`config.mk`:
```
export PLATFORM = sky130hd
export DESIGN_NAME = stopwatch_counter
export DESIGN_NICKNAME = d
export VERILOG_FILES = /design/src/rtl/stopwatch_pkg.sv /design/src/rtl/bcd_digit.sv /design/src/rtl/stopwatch_counter.sv
export SDC_FILE = /design/constraint.sdc
export NUM_CORES = 1
export LEC_CHECK = 0
export BUFFER_PORTS_ARGS = -buffer_cell sky130_fd_sc_hd__buf_2
export CAP_MARGIN = 10
export CORE_AREA = 5 5 71 73
export DETAILED_ROUTE_END_ITERATION = 16
export DIE_AREA = 0 0 76 78
export GPL_TIMING_DRIVEN = 0
export PLACE_DENSITY = 0.78
export SLEW_MARGIN = 25
export SYNTH_ARGS = -nofsm -noshare
export SYNTH_HDL_FRONTEND = slang
export SYNTH_SLANG_ARGS = --single-unit
```
`constraint.sdc`:
```
create_clock -name clk -period 4 [get_ports clk]
set_input_delay 0.2 -clock clk [delete_from_list [all_inputs] [get_ports clk]]
set_output_delay 0.2 -clock clk [all_outputs]
set_load 0.01 [all_outputs]
```
`src/rtl/stopwatch_pkg.sv`:
```
// Shared definitions for the stopwatch: mode codes from the control FSM,
// BCD digit limits and the default count resolution.
package stopwatch_pkg;

    typedef logic [1:0] en_t;

    localparam en_t EN_CLEAR = 2'b00;
    localparam en_t EN_RUN   = 2'b01;
    localparam en_t EN_HOLD  = 2'b10;

    localparam int CSEC_MAX        = 9;
    localparam int SEC_TENS_MAX    = 5;
    localparam int MIN_TENS_MAX    = 5;
    localparam int TICK_HZ_DEFAULT = 100;

endpackage

```
`src/rtl/bcd_digit.sv`:
```
// One BCD digit of the elapsed-time chain: counts 0..MAX on inc, clears on clr.
module bcd_digit #(
    parameter int MAX = 9
) (
    input  logic       clk,
    input  logic       reset,
    input  logic       clr,
    input  logic       inc,
    output logic [3:0] q,
    output logic       at_max
);

    localparam logic [3:0] MAX_V = 4'(MAX);

    logic [3:0] q_q, q_d;

    always_comb begin
        q_d = q_q;
        if (clr) begin
            q_d = '0;
        end else if (inc) begin
            // >= keeps the digit inside 0..MAX even from an unexpected value
            q_d = (q_q >= MAX_V) ? 4'd0 : q_q + 4'd1;
        end
    end

    always_ff @(posedge clk) begin
        if (reset) begin
            q_q <= '0;
        end else begin
            q_q <= q_d;
        end
    end

    assign q      = q_q;
    assign at_max = (q_q == MAX_V);

endmodule

```
`src/rtl/stopwatch_counter.sv`:
```
// Stopwatch datapath: divides clk down to TICK_HZ and accumulates MM:SS.cc
// in six BCD digits under control of the 2-bit mode code.
module stopwatch_counter
    import stopwatch_pkg::*;
#(
    parameter int CLK_HZ  = 50_000_000,
    parameter int TICK_HZ = TICK_HZ_DEFAULT
) (
    input  logic       clk,
    input  logic       reset,
    input  en_t        en,
    output logic [3:0] csec_ones,
    output logic [3:0] csec_tens,
    output logic [3:0] sec_ones,
    output logic [3:0] sec_tens,
    output logic [3:0] min_ones,
    output logic [3:0] min_tens,
    output logic       tick,
    output logic       ovf
);

    localparam int DIV   = (TICK_HZ > 0) ? CLK_HZ / TICK_HZ : 0;
    localparam int REM   = (TICK_HZ > 0) ? CLK_HZ % TICK_HZ : 1;
    localparam int PRE_W = (DIV > 1) ? $clog2(DIV) : 1;
    localparam logic [PRE_W-1:0] PRE_LAST = PRE_W'((DIV > 0) ? DIV - 1 : 0);

    generate
        if (DIV < 1 || REM != 0) begin : g_bad_div
            $error("stopwatch_counter: CLK_HZ/TICK_HZ must be an integer >= 1");
        end
    endgenerate

    logic [PRE_W-1:0] pre_q, pre_d;
    logic             tick_q, tick_d;
    logic             ovf_q, ovf_d;
    logic             clr;
    logic [5:0]       inc;
    logic [5:0]       at_max;
    logic [5:0][3:0]  dig;

    always_comb begin
        pre_d  = pre_q;
        tick_d = 1'b0;
        clr    = 1'b0;
        case (en)
            EN_RUN: begin
                if (pre_q == PRE_LAST) begin
                    pre_d  = '0;
                    tick_d = 1'b1;
                end else begin
                    pre_d = pre_q + 1'b1;
                end
            end
            EN_HOLD: ;
            default: begin
                pre_d = '0;
                clr   = 1'b1;
            end
        endcase
    end

    assign ovf_d = tick_d & (&at_max);

    // Digit order: 0 csec_ones .. 5 min_tens; each carries only on a tick
    // with every lower digit at its limit.
    generate
        for (genvar i = 0; i < 6; i++) begin : g_dig
            localparam int MAX = (i == 3) ? SEC_TENS_MAX :
                                 (i == 5) ? MIN_TENS_MAX : CSEC_MAX;
            if (i == 0) begin : g_c0
                assign inc[i] = tick_d;
            end else begin : g_cn
                assign inc[i] = tick_d & (&at_max[i-1:0]);
            end
            bcd_digit #(.MAX(MAX)) u_dig (
                .clk    (clk),
                .reset  (reset),
                .clr    (clr),
                .inc    (inc[i]),
                .q      (dig[i]),
                .at_max (at_max[i])
            );
        end
    endgenerate

    always_ff @(posedge clk) begin
        if (reset) begin
            pre_q  <= '0;
            tick_q <= 1'b0;
            ovf_q  <= 1'b0;
        end else begin
            pre_q  <= pre_d;
            tick_q <= tick_d;
            ovf_q  <= ovf_d;
        end
    end

    assign csec_ones = dig[0];
    assign csec_tens = dig[1];
    assign sec_ones  = dig[2];
    assign sec_tens  = dig[3];
    assign min_ones  = dig[4];
    assign min_tens  = dig[5];
    assign tick      = tick_q;
    assign ovf       = ovf_q;

endmodule

```
=== Word level (Yosys, flattened, before mapping) ===
Index checks and enable logic that the tools add are counted.

* Bits in registers: 45
* Bits of input ports: 4
* Output and inout bits: 26
* Logic and storage cells: 55

* Add/subtract/negate cells: 7
* $lt $le $gt $ge: 6
* Equal/unequal tests: 9
* Muxes and demuxes: 10
* Bitwise logic cells: 7
* Reductions and logical operators: 7

{| class="wikitable"
|+ Operator list
! operator !! number
|-
| $pmux W19 S2 || 1
|-
| $add A4 B1 Y4 const B || 6
|-
| $mux W4 || 6
|-
| $add A19 B1 Y19 const B || 1
|-
| $eq A19 B19 Y1 const B || 1
|-
| $mux W19 || 1
|-
| $eq A4 B4 Y1 const B || 4
|-
| $ge A4 B4 Y1 const B || 4
|-
| $eq A4 B3 Y1 const B || 2
|-
| $ge A4 B3 Y1 const B || 2
|-
| $and A1 B1 Y1 || 6
|-
| $reduce_and A6 Y1 || 1
|-
| $reduce_and A5 Y1 || 1
|-
| $reduce_and A4 Y1 || 1
|-
| $reduce_or A2 Y1 || 2
|-
| $reduce_and A3 Y1 || 1
|-
| $eq A2 B1 Y1 const B || 1
|-
| $eq A2 B2 Y1 const B || 1
|-
| $mux W1 || 2
|-
| $reduce_and A2 Y1 || 1
|-
| $not A1 Y1 || 1
|}

=== Depth between registers and ports, before layout ===
Gate-level depths: netlist (run 1).

* Word-level depth: 4
* Depth in mapped cells: 8
* Mapped depth without buffers: 7

=== By module ===
From an unflattened synthesis (run 1), not the netlist that was laid out.

* Cells, all modules: 287
* Area total of the unflattened synthesis: 2531.2 sq um

{| class="wikitable"
|+ Modules (own cells, without submodules)
! module !! instances !! cells each !! area an instance (sq um) !! seq. area each (sq um)
|-
| stopwatch_counter || 1 || 143 || 1177.4 || 420.4
|-
| bcd_digit (g_dig[0].u_dig ...) || 4 || 22 || 214.0 || 80.1
|-
| bcd_digit (g_dig[3].u_dig ...) || 2 || 28 || 249.0 || 80.1
|}

=== Worst setup path before layout (run 1) ===
No wires, ideal clock.

* Path kind: register -> register
* From: register pre_q[0]
* To: register g_dig[4].u_dig.q_q[3]
* Setup time: 0.115 ns
* Arrival time: 1.930 ns
* Data required time: 3.885 ns
* Setup slack: 1.955 ns
* Stages on the path, launching flop included: 8
* Buffers on the path: 1
* Clock period less this slack: 2.045 ns
* Cell sequence: dfxtp_1 > ha_1 > nand3_2 > or3_1 > buf_2 > nor4_4 > a31oi_1 > o21a_1

* Cells in the longest elaborated chain, start to end: 4

{| class="wikitable"
|+ RTL lines
! item !! line !! RTL
|-
| start: declaration || stopwatch_counter.sv:33 || <nowiki>logic [PRE_W-1:0] pre_q, pre_d;</nowiki>
|-
| start signal: assignment || stopwatch_counter.sv:92 || <nowiki>pre_q <= pre_d;</nowiki>
|-
| $eq A19 B19 Y1 || stopwatch_counter.sv:47 || <nowiki>if (pre_q == PRE_LAST) begin</nowiki>
|-
| $mux W1 || stopwatch_counter.sv:47 ||
|-
| $mux W1 || stopwatch_counter.sv:45 || <nowiki>case (en)</nowiki>
|-
| $and A1 B1 Y1 || stopwatch_counter.sv:73 || <nowiki>assign inc[i] = tick_d & (&at_max[i-1:0]);</nowiki>
|-
| end signal: assignment || bcd_digit.sv:31 || <nowiki>q_q <= q_d;</nowiki>
|-
| end: declaration || bcd_digit.sv:15 || <nowiki>logic [3:0] q_q, q_d;</nowiki>
|}

Every way passes these cells.
A chain may end at the register's enable or synchronous reset.

=== Worst setup path in the final report (run 1) ===
Same ends and word-level chain as after synthesis.

==> results_dict.tcl, run 1 <==
set metrics [dict create \
    crit_chain "ha_1 -> nand3_2 -> or3_1 -> buf_2 -> nor4_4 -> a31oi_1 -> o21a_1" \
    postSynth.asyncResetShare_pct 0 \
    clock_sink_count 45 \
    gr-usage-all-layers_pct 17.09 \
    wl_per_cell_um 12.81 \
    layout_common_cells "nor2_1 (49), dfxtp_1 (45), buf_2 (31)" \
    vias 2148 \
    cp-start-kind "flip-flop" \
    maxCapViolCount 0 \
    first_pass_iters 4 \
    grt_pass1_wl_mm 8.645 \
    drive_above_1_share_pct 13.43 \
    synthCells 299 \
    cts_tree "done" \
    crit_required_ns 4.20 \
    totalPowerFinal_mw 0.7515 \
    pwr-share-seq_pct 59.8 \
    gp_congestion 0.8212 \
    cts_buffer_depth 2 \
    htree_num_levels 2 \
    dr.first_iter.drc_count 132 \
    cts_hold_buf 0 \
    p_int_mw 0.5932 \
    p_clk_share_pct 37.0 \
    power_density_mw_per_mm2 269.2 \
    wirelength_mm 4.958 \
    fmax_ghz 0.4344 \
    cp_max_fo 10 \
    leakage_nw 1.034 \
    path_delay_family "simple AND/OR/NAND/NOR gates" \
    core_mm2 0.004294 \
    diodes 0 \
    hpwlAfterDp_mm 3.707 \
    cts_made_buffers 5 \
    ioPinCount 30 \
    ys_ff_latch 45 \
    crit_type "flip-flop to flip-flop" \
    root_buffer "clkbuf_8" \
    slew-limit-headroom_pct 56.64 \
    ir_drop_mv 0.1555 \
    yosysSeqAreaShare_pct 36.11 \
    synth_cell_types 46 \
    start_util_pct 58.10 \
    synth_edf_count 0 \
    hp-class "primary input to flip-flop" \
    grt_pass1_vias 1988 \
    period_share_pct 57.56 \
    remaining_drc_errors 0 \
    die_x_um 76 \
    postCtsSetupBuffers 0 \
    hold_violations 0 \
    grt_overflow 0 \
    tightest_slew_ns 0.6444 \
    cp_slowest_cell "nor4_4" \
    swShare_pct 21.06 \
    post_cts_resized 0 \
    rsz0062_at_grt "false" \
    fin_crit_ns 2.302 \
    final_common_cell "nor2_1" \
    fin_setup_tns_ns 0 \
    drv_slew 0 \
    setup_viol 0 \
    postSynthAreaPerCell_um2 8.344 \
    finClkSkew_ns 0.008916 \
    synthesis.area_mm2 0.002495 \
    syn_nets 324 \
    areaGrowthSynthToFinish_pct 11.89 \
    final_nets 360 \
    rows 24 \
    combPwrFrac_pct 3.2 \
    die_h_um 78 \
    antenna_found_initial 0 \
    port_buffers 29 \
    clkLatencyLatePin_ns 0.29 \
    p_sw_mw 0.1583 \
    dieArea_mm2 0.005928 \
    ant_nets 0 \
    status "finished, final reports clean" \
    arrival_ns 2.50 \
    ys_warn_count 0 \
    worst_setup_path_end_kind "flip-flop" \
    synth_flop_cell "dfxtp_1" \
    grt_max_degree 13 \
    vias_per_cell 5.550 \
    cpPeakStageDelay_ns 0.57 \
    clk_pin_slew_worst_paths_ns 0.08 \
    critPathBufInv 1 \
]
==> final timing paths <==
path                                          start                  end  slack (ns)  cells past startpoint
worst min register to register  g_dig[5].u_dig.q[1]  g_dig[5].u_dig.q[1]        0.50                      2
worst max register to register             pre_q[0]  g_dig[4].u_dig.q[3]        1.70                      7
worst min-delay path                          reset             pre_q[4]        0.15                      2
worst max-delay path                       pre_q[0]  g_dig[4].u_dig.q[3]        1.70                      7
==> through the flow <==
step                      setup slack, ns  utilization, %  hold WS (ns)  cell area (um2)  std cells
after CTS                           1.695           65.01        0.1417             2791        387
after floorplan                     1.955               -        0.2724             2495        299
final                               1.698           65.01        0.1460             2791        387
after detailed placement            1.731           63.00        0.4525             2705        380
after global placement              1.721           63.00        0.4527             2705        380
after global routing                1.447           65.01        0.1621             2791        387
==> power groups by stage <==
| stage | logic (mW) | registers (mW) | clock network (mW) |
|---|---|---|---|
| floorplan | 0.0156 | 0.460 | 0 |
| global placement | 0.0239 | 0.460 | 0 |
| detailed placement | 0.0243 | 0.460 | 0 |
| CTS | 0.0244 | 0.449 | 0.287 |
| global route | 0.0270 | 0.450 | 0.308 |
| finish | 0.0239 | 0.449 | 0.278 |
==> cell usage after synthesis, drive strengths merged (2+ instances only) <==
library cell / n / area, um2
nor2: 49 / 183.9
dfxtp: 45 / 900.9
nand2: 22 / 82.58
ha: 21 / 262.8
inv: 19 / 71.32
a21oi: 17 / 85.08
nand3: 16 / 85.08
xnor2: 12 / 105.1
nand4: 10 / 62.56
mux2i: 7 / 70.07
clkbuf: 6 / 22.52
nor3: 6 / 30.03
nor3b: 5 / 37.54
nor4: 5 / 46.29
xor2: 5 / 43.79
nand3b: 4 / 30.03
a31oi: 3 / 18.77
and3: 3 / 18.77
nand2b: 3 / 18.77
nand4b: 3 / 26.28
nor2b: 3 / 18.77
nor4b: 3 / 26.28
o21ai: 3 / 15.01
or2: 3 / 18.77
a21o: 2 / 15.01
buf: 2 / 10.01
o221a: 2 / 22.52
o31ai: 2 / 15.01
or3: 2 / 12.51
or4: 2 / 15.01
==> state kept, by name, summed over array words and instances, names as in the netlist <==
signal	count
g_dig.u_dig.q	24
ovf	1
pre_q	19
tick	1
==> final cells by class <==
| class | count | area, um2 |
|---|---|---|
| timing repair buffer | 29 | 145.1 |
| multi-input combinational | 227 | 1490 |
| tap | 52 | 65.06 |
| sequential | 45 | 900.9 |
| buffer | 8 | 32.53 |
| clock buffer | 7 | 86.33 |
| fill | 394 | 1503 |
| inverter | 19 | 71.32 |
==> routing by layer <==
layer / GRT usage, % / vias up / routed length [um]
met5: 0 / - / 0
met4: 4.804 / 0 / 48
met3: 4.398 / 5 / 248
met2: 28.68 / 43 / 2315
met1: 21.64 / 981 / 2346
li1: - / 1119 / -
==> logic make-up after synthesis <==
group           share of synthesized area [%]
mux                                     2.809
compound gates                          10.28
flops                                   36.11
simple gates                            30.14
buf+inv                                 4.163
fa+ha+maj                               10.53
xor+xnor                                5.968
Note: power is estimated with default switching activity, not from simulation.
==> run 2, diff against run 1 <==
CORE_AREA = 5 5 72 74   (was 5 5 71 73)
DIE_AREA = 0 0 77 79   (was 0 0 76 78)
PLACE_DENSITY = 0.76   (was 0.78)
clock period = 2.3 ns   (was 4 ns; I/O delays follow)
==> results_dict.tcl, run 2 (synthesis gave the netlist of run 1 again) <==
set metrics [dict create \
    wl_per_cell_um 13.10 \
    die_h_um 79 \
    holdPathStages 2 \
    min-delay-start "reset" \
    grt_overflow 0 \
    wirelength_mm 5.122 \
    arrival_ns 2.33 \
    dpl.cell_count 382 \
    finalWorstSetupSlack_ns 0.1357 \
    port_buffers 29 \
    drv_slew 0 \
    vias 2177 \
    areaGrowthSynthToFinish_pct 14.09 \
    gp_congestion 0.8178 \
    grt_pass1_vias 2002 \
    diodes 0 \
    grt_pass1_wl_mm 9.025 \
    pre_cts_slack_ns -0.006478 \
    r2r_end "g_dig[1].u_dig.q[2]" \
    cts_buffer_depth 2 \
    crit_start "pre_q[0]" \
    dieArea_mm2 0.006083 \
    start_util_pct 55.01 \
    final_common_cell "nor2_1" \
    clk_pin_slew_worst_paths_ns 0.08 \
    finClkSkew_ns 0.006050 \
    crit_required_ns 2.46 \
    fmax_ghz 0.4620 \
    clkLatencyLatePin_ns 0.29 \
    worst_setup_path_end_kind "flip-flop" \
    cts_made_buffers 5 \
    antenna_found_initial 0 \
    die_x_um 77 \
    hp-class "primary input to flip-flop" \
    setup_viol 0 \
    vias_per_cell 5.568 \
    tightest_slew_ns 0.5210 \
    slew-limit-headroom_pct 65.00 \
    totalPowerFinal_mw 1.436 \
    min_to "pre_q[4]" \
    hpwlAfterDp_mm 3.763 \
    layout_common_cells "nor2_1 (49), dfxtp_1 (45), buf_2 (31)" \
    rr_worst_depth 7 \
    clock_sink_count 45 \
    rsz0062_at_grt "true" \
    ant_nets 0 \
    drive_above_1_share_pct 14.84 \
    crit_type "flip-flop to flip-flop" \
    ir_drop_mv 0.2726 \
    first_pass_iters 4 \
    cp_max_fo 5 \
    rrSetupSlack_ns 0.14 \
    fin_crit_ns 2.164 \
    largest_register_ffs 24 \
    hold_violations 0 \
    status "finished, final reports clean" \
    remaining_drc_errors 0 \
    root_buffer "clkbuf_8" \
    rows 25 \
    power_density_mw_per_mm2 504.6 \
    ioPinCount 30 \
    cts_tree "done" \
    leakage_nw 1.057 \
    gr-usage-all-layers_pct 17.47 \
    final_cells 391 \
    cp-start-kind "flip-flop" \
    maxCapViolCount 0 \
    r2r-start "pre_q[0]" \
    fin_setup_tns_ns 0 \
    htree_num_levels 2 \
    period_share_pct 94.10 \
    core_mm2 0.004536 \
    final_nets 361 \
    dr.first_iter.drc_count 110 \
    grt_max_degree 14 \
]
-- run 2: cell type report --
type / instances / area (um2)
Clock buffer: 7 / 86.33
Inverter: 19 / 71.32
Multi-Input combinational cell: 227 / 1501
Timing Repair Buffer: 31 / 160.2
Sequential cell: 45 / 900.9
Fill cell: 405 / 1689
Clock inverter: 1 / 30.03
Tap cell: 54 / 67.56
Buffer: 7 / 28.78
-- run 2: worst max path at each step --
stage                                endpoint  slack [ns]  cells after the start
final                     g_dig[1].u_dig.q[2]        0.14                      7
after global routing      g_dig[5].u_dig.q[2]       -0.05                      6
after CTS                 g_dig[4].u_dig.q[3]       0.002                      6
after detailed placement  g_dig[5].u_dig.q[2]      -0.006                      6
after global placement    g_dig[4].u_dig.q[3]        0.01                      7
after floorplan           g_dig[4].u_dig.q[3]        0.25                      7
-- run 2: through the flow --
| step | hold slack, ns | instance area [um2] | util, % |
|---|---|---|---|
| after floorplan | 0.1874 | 2495 | - |
| after global placement | 0.3651 | 2708 | 59.70 |
| after detailed placement | 0.3657 | 2708 | 59.70 |
| after CTS | 0.05466 | 2830 | 62.40 |
| after global routing | 0.06422 | 2846 | 62.76 |
| final | 0.05784 | 2846 | 62.76 |
-- run 2: critical path: stages, from the launching register on --
cell     delay (ns)
dfxtp_1        0.38
ha_1           0.21
nand3_2        0.13
or3_1          0.38
buf_2          0.16
nor3_1         0.45
mux2i_1        0.24
a21oi_1        0.08
-- run 2: timing repair --
action                                 4_1_cts  5_1_grt
buffers inserted                             0        2
hold buffers                                 0        0
endpoints found under the hold margin        0        0
setup endpoints to repair                    2       23
gates resized for setup                      1        1
pin swaps                                    1        2
-- run 2: power breakdown --
| group | leakage [nW] | switching, mW | internal, mW |
|---|---|---|---|
| Sequential | 0.362 | 0.00160 | 0.780 |
| Combinational | 0.636 | 0.0289 | 0.0145 |
| Clock | 0.0585 | 0.257 | 0.354 |
| Total | 1.06 | 0.288 | 1.15 |
-- run 2: per-layer routing --
layer	up-vias	part of all wire [%]	global-route usage, %
li1	1114	-	-
met1	1023	49	23.80
met2	34	46	29.03
met3	6	3.8	2.494
met4	0	0.98	4.639
met5	-	0	0
==> run 3, diff against run 2 <==
BUFFER_PORTS_ARGS = unset   (was -buffer_cell sky130_fd_sc_hd__buf_2)
CORE_AREA = 5 5 71 73   (was 5 5 72 74)
DIE_AREA = 0 0 76 78   (was 0 0 77 79)
DONT_BUFFER_PORTS = 1   (was unset)
PLACE_DENSITY = 0.72   (was 0.76)
==> results_dict.tcl, run 3 (synthesis gave the netlist of run 1 again) <==
set metrics [dict create \
    status "finished, final reports clean" \
    drive_above_1_share_pct 9.873 \
    dieArea_mm2 0.005928 \
    use_met2_pct 27.91 \
    fmax_ghz 0.4645 \
    p_clk_share_pct 42.8 \
    hold_ws_ns 0.02379 \
    slew-limit-headroom_pct 60.22 \
    p_int_mw 1.147 \
    vias 2121 \
    layout_common_cells "nor2_1 (49), dfxtp_1 (44), nand2_1 (22)" \
    cts_buffer_depth 2 \
    port_buffers 0 \
    cp_slowest_cell "or3_1" \
    diodes 0 \
    clk_pin_slew_worst_paths_ns 0.09 \
    die_h_um 78 \
    gp_congestion 0.8483 \
    final_common_cell "nor2_1" \
    grt_pass1_wl_mm 9.114 \
    grt_pass1_vias 1990 \
    largest_register_ffs 24 \
    htree_num_levels 2 \
    crit_type "flip-flop to flip-flop" \
    path_delay_family "simple AND/OR/NAND/NOR gates" \
    cpPeakStageDelay_ns 0.46 \
    final_nets 338 \
    rows 24 \
    fin_setup_tns_ns 0 \
    remaining_drc_errors 0 \
    fin_crit_ns 2.153 \
    hold_violations 0 \
    ir_drop_mv 0.3437 \
    core_mm2 0.004294 \
    start_util_pct 58.10 \
    fillers 389 \
    antenna_found_initial 0 \
    ant_nets 0 \
    hpwlAfterDp_mm 3.691 \
    pre_cts_slack_ns -0.1176 \
    areaGrowthSynthToFinish_pct 11.28 \
    die_x_um 76 \
    combPwrFrac_pct 2.9 \
    crit_required_ns 2.49 \
    worst_setup_path_end_kind "flip-flop" \
    cp-start-kind "flip-flop" \
    fin_util_pct 64.66 \
    critPathBufInv 1 \
    p_sw_mw 0.2923 \
    crit_chain "ha_1 -> nand3_2 -> or3_1 -> buf_2 -> or3_1 -> o221a_2" \
    maxCapViolCount 0 \
    ioPinCount 30 \
    power_density_mw_per_mm2 518.4 \
    crit_top_cell "or3_1" \
    leakage_nw 0.9439 \
    finClkSkew_ns 0.01131 \
    first_pass_iters 4 \
    dr.first_iter.drc_count 98 \
    grt_overflow 0 \
    met3_usage_pct 4.861 \
    root_buffer "clkbuf_8" \
    swShare_pct 20.31 \
    rsz0062_at_grt "false" \
    setup_viol 0 \
    grt_max_degree 15 \
    arrival_ns 2.35 \
    cp_max_fo 7 \
    drv_slew 0 \
    vias_per_cell 5.795 \
    clock_sink_count 45 \
    finalWorstSetupSlack_ns 0.1470 \
    tightest_slew_ns 0.5966 \
    wirelength_mm 5.139 \
    gr-usage-all-layers_pct 18.02 \
    pwr-share-seq_pct 54.3 \
    wl_per_cell_um 14.04 \
    period_share_pct 93.61 \
    grtUsageMet1_pct 24.49 \
    cts_tree "done" \
    clkLatencyLatePin_ns 0.29 \
    hp-class "primary input to flip-flop" \
    rrSetupSlack_ns 0.15 \
    grt-busiest-layer "met2" \
    cts_made_buffers 5 \
]
-- run 3: worst reg2reg max path, delay by kind of cell, from the launching register on --
kind	cells	cell delay (ns)
adder cells (fa/ha/maj)	1	0.22
AO/OA/AOI/OAI	1	0.32
flip-flops	1	0.37
buffers and inverters	1	0.17
AND/OR/NAND/NOR	3	0.99
-- run 3: area by class of cell --
type,count,area [um2],share of cell area (%)
clock inverters,2,37.54,1.352
plain buffers,7,28.78,1.037
clock buffers,6,82.58,2.974
repair buffers,8,62.56,2.253
inverters,19,71.32,2.569
flip-flops and latches,45,902.1,32.49
well taps,52,65.06,2.343
multi-input cells,227,1526,54.98
-- run 3: worst paths after layout --
path | start | end | depth (start not counted)
worst max-delay path | pre_q[0] | g_dig[2].u_dig.q[3] | 6
worst min register to register | pre_q[1] | pre_q[1] | 2
worst max register to register | pre_q[0] | g_dig[2].u_dig.q[3] | 6
worst min-delay path | reset | g_dig[1].u_dig.q[3] | 2
-- run 3: timing repair --
action | in CTS | in global routing
hold endpoints to repair | 3 | 0
gates resized for setup | 1 | 7
hold buffers | 1 | 0
buffers inserted | 2 | 5
pin swaps | 1 | 2
endpoints found under the setup margin | 3 | 22
-- run 3: metal layers --
metal  vias to the layer above  routed length, um
met4                         0                 41
li1                       1067                  -
met5                         -                  0
met2                        43               2289
met3                         5                324
met1                      1006               2484
-- run 3: through the flow --
step / cells / power [mW] / area (um2)
finish: 366 / 1.439 / 2776
global route: 366 / 1.506 / 2776
CTS: 362 / 1.456 / 2711
detailed placement: 351 / 0.8370 / 2560
global placement: 351 / 0.8362 / 2560
floorplan: 299 / 0.8267 / 2495
-- run 3: power by group through the flow --
| stage | combinational [mW] | clock (mW) | sequential (mW) |
|---|---|---|---|
| floorplan | 0.0270 | 0 | 0.800 |
| global placement | 0.0364 | 0 | 0.800 |
| detailed placement | 0.0371 | 0 | 0.800 |
| CTS | 0.0399 | 0.635 | 0.782 |
| global route | 0.0469 | 0.678 | 0.782 |
| finish | 0.0415 | 0.616 | 0.781 |
